File: config.mk
export PLATFORM = sky130hd
export DESIGN_NAME = game_state_manager
export DESIGN_NICKNAME = d
export VERILOG_FILES = /design/src/rtl/game_state_manager.sv
export SDC_FILE = /design/constraint.sdc
export NUM_CORES = 1
export LEC_CHECK = 0
export ABC_CLOCK_PERIOD_IN_PS = 2100
export CAP_MARGIN = 20
export CORE_MARGIN = 2
export CORE_UTILIZATION = 55
export DETAILED_ROUTE_END_ITERATION = 6
export DONT_BUFFER_PORTS = 1
export PLACE_DENSITY_LB_ADDON = 0.25
export SYNTH_ARGS = -nofsm -noshare
export SYNTH_HDL_FRONTEND = slang
export SYNTH_SLANG_ARGS = --single-unit
File: constraint.sdc
create_clock -name clk -period 2.1 [get_ports clk]
set_input_delay 0.42 -clock clk [delete_from_list [all_inputs] [get_ports clk]]
set_output_delay 0.42 -clock clk [all_outputs]
set_load 0.01 [all_outputs]
File: src/rtl/game_state_manager.sv
// ============================================================================
// game_state_manager : game flow FSM (idle/play/death/win/lose), score, lives
//                      and level countdown for a frame-driven arcade game.
// Revision: 1.0
// ============================================================================
`default_nettype none

module game_state_manager #(
  parameter int FRAMES_PER_SEC = 30,
  parameter int LEVEL_TIME     = 60,
  parameter int INIT_LIVES     = 3,
  parameter int FRUIT_POINTS   = 10,
  parameter int GOAL_POINTS    = 100,
  parameter int FREEZE_FRAMES  = 60
) (
  input  logic       clk,
  input  logic       reset,
  input  logic       startOfFrame,
  input  logic       startKey,
  input  logic       fruitHitPulse,
  input  logic       goalHitPulse,
  output logic [2:0] gameState,
  output logic [9:0] score,
  output logic [1:0] lives,
  output logic [6:0] timeSec,
  output logic       freezeMonkey,
  output logic       levelRestart
);

  typedef enum logic [2:0] {
    IDLE  = 3'd0,
    PLAY  = 3'd1,
    DEATH = 3'd2,
    WIN   = 3'd3,
    LOSE  = 3'd4
  } state_t;

  localparam int FRAME_W  = (FRAMES_PER_SEC > 1) ? $clog2(FRAMES_PER_SEC) : 1;
  localparam int FREEZE_W = (FREEZE_FRAMES > 1) ? $clog2(FREEZE_FRAMES) : 1;

  localparam logic [FRAME_W-1:0]  FRAME_LAST  = FRAME_W'(FRAMES_PER_SEC - 1);
  localparam logic [FREEZE_W-1:0] FREEZE_LAST = FREEZE_W'(FREEZE_FRAMES - 1);
  localparam logic [6:0]          TIME_INIT   = 7'(LEVEL_TIME);
  localparam logic [1:0]          LIVES_INIT  = 2'(INIT_LIVES);
  localparam logic [9:0]          SCORE_MAX   = 10'd999;

  state_t              state_q, state_d;
  logic [9:0]          score_q, score_d;
  logic [1:0]          lives_q, lives_d;
  logic [6:0]          time_q, time_d;
  logic [FRAME_W-1:0]  frame_q, frame_d;
  logic [FREEZE_W-1:0] freeze_q, freeze_d;
  logic                restart_q, restart_d;
  logic [31:0]         points;

  function automatic logic [9:0] sat_add(input logic [9:0] base, input logic [31:0] pts);
    logic [31:0] sum;
    sum = 32'(base) + pts;
    if (sum > 32'd999) return SCORE_MAX;
    return sum[9:0];
  endfunction

  always_ff @(posedge clk or posedge reset) begin
    if (reset) begin
      state_q   <= IDLE;
      score_q   <= '0;
      lives_q   <= LIVES_INIT;
      time_q    <= TIME_INIT;
      frame_q   <= '0;
      freeze_q  <= '0;
      restart_q <= 1'b0;
    end else begin
      state_q   <= state_d;
      score_q   <= score_d;
      lives_q   <= lives_d;
      time_q    <= time_d;
      frame_q   <= frame_d;
      freeze_q  <= freeze_d;
      restart_q <= restart_d;
    end
  end

  always_comb begin
    state_d   = state_q;
    score_d   = score_q;
    lives_d   = lives_q;
    time_d    = time_q;
    frame_d   = frame_q;
    freeze_d  = freeze_q;
    restart_d = 1'b0;
    points    = (fruitHitPulse ? 32'(FRUIT_POINTS) : 32'd0)
              + (goalHitPulse  ? 32'(GOAL_POINTS)  : 32'd0);

    case (state_q)
      IDLE: begin
        if (startKey) begin
          state_d   = PLAY;
          score_d   = '0;
          lives_d   = LIVES_INIT;
          time_d    = TIME_INIT;
          frame_d   = '0;
          restart_d = 1'b1;
        end
      end

      PLAY: begin
        if (fruitHitPulse || goalHitPulse) begin
          score_d = sat_add(score_q, points);
        end
        // A goal wins outright and freezes the clock, even on the expiry tick.
        if (goalHitPulse) begin
          state_d = WIN;
        end else if (startOfFrame) begin
          if (frame_q == FRAME_LAST) begin
            frame_d = '0;
            if (time_q <= 7'd1) begin
              time_d   = '0;
              state_d  = DEATH;
              lives_d  = (lives_q != 2'd0) ? lives_q - 2'd1 : 2'd0;
              freeze_d = '0;
            end else begin
              time_d = time_q - 7'd1;
            end
          end else begin
            frame_d = frame_q + 1'b1;
          end
        end
      end

      DEATH: begin
        if (startOfFrame) begin
          if (freeze_q == FREEZE_LAST) begin
            freeze_d = '0;
            if (lives_q == 2'd0) begin
              state_d = LOSE;
            end else begin
              state_d   = PLAY;
              time_d    = TIME_INIT;
              frame_d   = '0;
              restart_d = 1'b1;
            end
          end else begin
            freeze_d = freeze_q + 1'b1;
          end
        end
      end

      WIN, LOSE: begin
        if (startKey) begin
          state_d = IDLE;
        end
      end

      default: state_d = IDLE;
    endcase
  end

  assign gameState    = state_q;
  assign score        = score_q;
  assign lives        = lives_q;
  assign timeSec      = time_q;
  assign levelRestart = restart_q;
  assign freezeMonkey = (state_q != PLAY);

endmodule

`default_nettype wire

# Word-level counts from Yosys, hierarchy flattened
# Cells that the tools add are included.
[op_classes]
mux = 56
n_reduce_logical = 14
eq_ne = 20
magnitude_cmp = 2
n_addsub = 6
[op_table]
columns = ["operator", "n"]
rows = [
  ["7-bit two-way mux", 9],
  ["10-bit two-way mux", 4],
  ["6-bit two-way mux", 6],
  ["5-bit two-way mux", 7],
  ["3-bit two-way mux", 9],
  ["7-bit case mux with 3 select lines", 1],
  ["2-bit != test, second input constant", 10],
  ["10-bit case mux with 2 select lines", 1],
  ["5-bit case mux with 3 select lines", 1],
  ["7-bit AND reduction", 2],
  ["2-bit two-way mux", 6],
  ["3-bit case mux with 4 select lines", 1],
  ["6-bit case mux with 2 select lines", 1],
  ["6-bit AND reduction", 2],
  ["10-bit by 8-bit adder with 11-bit output", 1],
  ["11-bit by 10-bit > comparator with 1-bit output, second input constant", 1],
  ["3-bit != test, second input constant", 3],
  ["4-bit by 7-bit adder with 8-bit output", 1],
  ["8-bit AND reduction", 1],
  ["7-bit by 1-bit less-or-equal comparator with 1-bit output, second input constant", 1],
  ["1-bit two-way mux", 7],
  ["7-bit by 1-bit subtractor with 7-bit output, second input constant", 1],
  ["6-bit by 1-bit adder with 6-bit output, second input constant", 1],
  ["3-bit by 2-bit == test with 1-bit output, second input constant", 2],
  ["other kinds (17)", 19],
]
[totals]
word_cells = 105
in_bits = 6
regBits = 34
output_inout_bits = 24

# Logic depth before layout (Yosys ltp)
[logic_depth]
ltp_word = 10
ltp_mapped = 10
depth_no_buf = 9

# Least setup slack after synthesis
# No wires, ideal clock.
[synth_path]
path_kind = "input to register"
start = "input fruitHitPulse"
end = "register score_q[1] (netlist: score[1])"
setup_ps = 127
arrival_time_ps = 2131
slack_ps = -158
required_time_ps = 1973
stages = 9
path_buffers = 1
path_cell_list = "ha_1 > fa_1 > clkbuf_2 > a21oi_1 > nor3_1 > a311oi_2 > nor4b_4 > o31ai_1 > nand2_1"
[synth_via]
elab_chain_cells = 10
word_cells_on_any_way = 13
classes_between = "add/sub: 2; order compare: 1; eq/ne: 1; mux: 7; reduce/logical: 2"
[synth_rtl]
columns = ["item", "line_no", "source"]
rows = [
  ["from (decl)", "20", "input logic fruitHitPulse,"],
  ["4-bit two-way mux", "91", "points = (fruitHitPulse ? 32'(FRUIT_POINTS) : 32'd0)"],
  ["4-bit by 7-bit adder with 8-bit output", "92", "+ (goalHitPulse ? 32'(GOAL_POINTS) : 32'd0);"],
  ["10-bit by 8-bit adder with 11-bit output", "58", "sum = 32'(base) + pts;"],
  ["11-bit by 10-bit > comparator with 1-bit output", "59", "if (sum > 32'd999) return SCORE_MAX;"],
  ["1-bit two-way mux", "59", ""],
  ["1-bit two-way mux", "107", "if (fruitHitPulse || goalHitPulse) begin"],
  ["1-bit two-way mux", "94", "case (state_q)"],
  ["10-bit two-way mux", "60", "return sum[9:0];"],
  ["10-bit two-way mux", "107", ""],
  ["10-bit case mux with 2 select lines", "94", ""],
  ["to (signal assigned)", "74", "score_q <= score_d;"],
  ["to (decl)", "48", "logic [9:0] score_q, score_d;"],
]
# Parallel ways exist; a longest one is shown, timed or not. The select of a mux whose other input is x is not followed.
# A chain may end at the register's enable or synchronous reset.

# Final worst setup path
[layout_path]
start = "register score_q[2] (netlist: score[2])"
end = "register score_q[1] (netlist: score[1])"
[layout_via]
elab_chain_cells = 8
[layout_rtl]
columns = ["item", "line_no"]
rows = [
  ["10-bit by 8-bit adder with 11-bit output", "58"],
  ["11-bit by 10-bit > comparator with 1-bit output", "59"],
  ["1-bit two-way mux", "59"],
  ["1-bit two-way mux", "107"],
  ["1-bit two-way mux", "94"],
  ["10-bit two-way mux", "60"],
  ["10-bit two-way mux", "107"],
  ["10-bit case mux with 2 select lines", "94"],
]
# No other way between the ends. The select of a mux whose other input is x is not followed.

==> results.md <==
- Worst Path Arrival: 2450 ps
- Worst Slack Setup Final: -171 ps
- Worst Max-Slew Pin Slew: 677 ps
- DRT iter0 DRCs: 106
- Area growth syn-to-layout: 21.0%
- FF+latch area: 858 um^2
- Design Power: 3.57 mW
- Post-Route WL: 5.80 mm
- Synth warn: 0
- Share of cells above drive strength 1: 27.4%
- Endpoints failing setup: 5
- R2r setup slk: -170 ps
- Worst skew pair latency: 290 ps
- Drt first pass iters: 4
- Core area: 0.00400 mm^2
- Seq/Total Area, Yosys: 37.5%
- CTS Root Cell: clkbuf_8
- Crit-path max cell delay: 410 ps
- RSZ-0062 raised after global routing: true
- Clk slew on worst S/H paths: 70 ps
- GRT Resource Usage Total: 27.2%
- DP Worst Slack: -113 ps
- ANT cells: 0
- Final hold vios: 0
- I/O pin total: 30
- Slew Viols, Final: 0
- Die Span Y: 68.5 um
- CP Cell Sequence: ha_1 -> a21o_1 -> nor3_2 -> o311a_1 -> a311oi_2 -> nor4b_4 -> o31ai_1 -> nand2_1
- Fin crit share: 108%
- Area share of the largest cell type after synthesis: 30.6%
- First-pass GRT wire length: 9.52 mm
- Critical Path Slowest Stage Cell: dfrtp_1
- Dpl hpwl: 4.13 mm
- Most frequent cells in the layout: 34 x buf_4, 32 x nand2_1, 30 x o21ai_0, 28 x dfrtp_1, 24 x nor2_1
- R2r endpoint: score[1]
- Final ANT Viol Nets: 0
- R2R cell count: 8
- Largest net degree at the start of global routing: 24
- VDD IR max: 795 uV
- Clock buffer depth: 2
- Leak: 1.20 nW
- Max-cap violations: 0
- Share of flip-flops with an asynchronous set or reset: 100%
- Cells after DPL: 329
- Relative slew slack: 54.9%
- Most common cell after layout, fill and taps aside: buf_4
- Synthesized flop and latch total: 34
- Initial antenna violation count: 0
- Multi-input gate area: 0.00144 mm^2
- Vias per Instance: 6.00
- Failing checks: negative setup slack
- Die W: 68.5 um
- Cell Area, Synth: 0.00229 mm^2
- Crit Path Max Fanout: 5
- Final Non-Filler Cells: 346
- Nets: 312
- Critical Path RT: 2280 ps
- Htree depth: 2
- Residual DRC: 0
- Reg-to-Reg Start: score[2]
- Achievable Freq: 440 MHz
- Hold WS: 37.6 ps
- Count of cell types in the netlist: 58
- CTS buffer count: 5
- Hold buffers post-CTS: 0
- Synth Instances: 261
- Fillers: 312
- Number of synthesized flops with an enable pin: 0
- WL per Instance: 16.8 um
- Average size of a mapped cell: 8.77 um^2
- Crit Path Class: reg -> reg
- Syn Nets: 278
- Cell Rows: 23
- Initial core utilization: 57.2%
- Worst Skew: 6.87 ps
- Die footprint: 0.00469 mm^2
- Worst min path class: in -> async
- Clock tree from TritonCTS: yes
- Area leader, netlist: dfrtp_1
- IO buf count: 0
- Vias: 2077
- Run status: finished, violations left
- Remaining global-route overflow: 0
- Critical path endpoint category: flip-flop
- PD cells: 1290 mW/mm^2
- GP Congestion: 0.856
- Main flop type after synthesis: dfrtp_1
- Clk sinks: 34
- Critical Path Source Type: flip-flop
- Synth top area cells: dfrtp_1 31%, o21ai_0 7.0%, dfstp_2 6.9%
- Vias in the first global route: 2058
- Tmin final: 2270 ps
[cell type report]
type / instances / share of cell area, %
clock buffer: 7 / 3.12
clock inverter: 1 / 0.181
inverter: 11 / 1.49
multi-input combinational: 208 / 52.0
sequential: 34 / 31.0
tap: 50 / 2.26
timing repair buffer: 35 / 9.94
[where the power goes]
group,switching (mW),internal (mW)
combinational,1.03,0.856
clock,0.243,0.265
sequential,0.303,0.875
total,1.58,2.00
[synthesized netlist by cell type, types with 4 or more instances]
| master | instances |
|---|---|
| ha_1 | 10 |
| dfstp_2 | 6 |
| dfrtp_1 | 28 |
| o21ai_0 | 32 |
| nand3_1 | 9 |
| nand4_1 | 6 |
| nand2b_1 | 4 |
| inv_1 | 10 |
| nand2_1 | 34 |
| a31oi_1 | 4 |
| nor3_1 | 8 |
| a21oi_1 | 11 |
| o31ai_1 | 5 |
| nor2_1 | 25 |
[how the worst max path moves through the flow]
stage	startpoint	endpoint	slack, ps	cells past startpoint
2_1_floorplan	score[1]	score[4]	-40	9
3_3_place_gp	fruitHitPulse	score[4]	-60	8
3_5_place_dp	fruitHitPulse	score[4]	-110	8
4_1_cts	score[2]	score[1]	-70	8
5_1_grt	score[2]	score[1]	-250	8
6_report	score[2]	score[1]	-170	8
[stage by stage]
stage / cell area [um^2] / TNS [ps] / util (%)
floorplan: 2320 / -73.2 / -
global placement: 2550 / -170 / 63.7
detailed placement: 2550 / -389 / 63.7
CTS: 2670 / -237 / 66.7
global route: 2770 / -1220 / 69.3
finish: 2770 / -686 / 69.3
[worst max-delay path: cells and delay by family (launching register included)]
family / cells / cell delay, ps
simple gates: 3 / 260
compound gates: 4 / 1170
fa+ha+maj: 1 / 300
flops: 1 / 410
[sequential cells by signal, indices dropped and copies added (netlist names)]
signal	flops
lives	2
gameState	3
timeSec	7
score	10
freeze_q	6
levelRestart	1
frame_q	5
[logic make-up after synthesis]
logic type      share of synthesized area [%]
simple gates                             25.2
compound gates                           24.3
flops                                    37.5
buf+inv                                  3.39
fa+ha+maj                                6.34
xor+xnor                                 1.91
mux                                      1.42
[layer usage]
layer / track usage, % / vias to the layer above / part of all wire [%]
li1: - / 1020 / -
met1: 34.2 / 1008 / 44
met2: 46.0 / 44 / 50
met3: 6.33 / 5 / 4.8
met4: 8.50 / 0 / 1.2
met5: 0 / - / 0
[timing repair]
item / CTS / global route
pin swaps: 8 / 15
endpoints found under the setup margin: 5 / 10
setup buffers: 3 / 6
gates resized for setup: 2 / 15
cloned: 0 / 0
No activity file was read; power rests on OpenSTA's default activity.
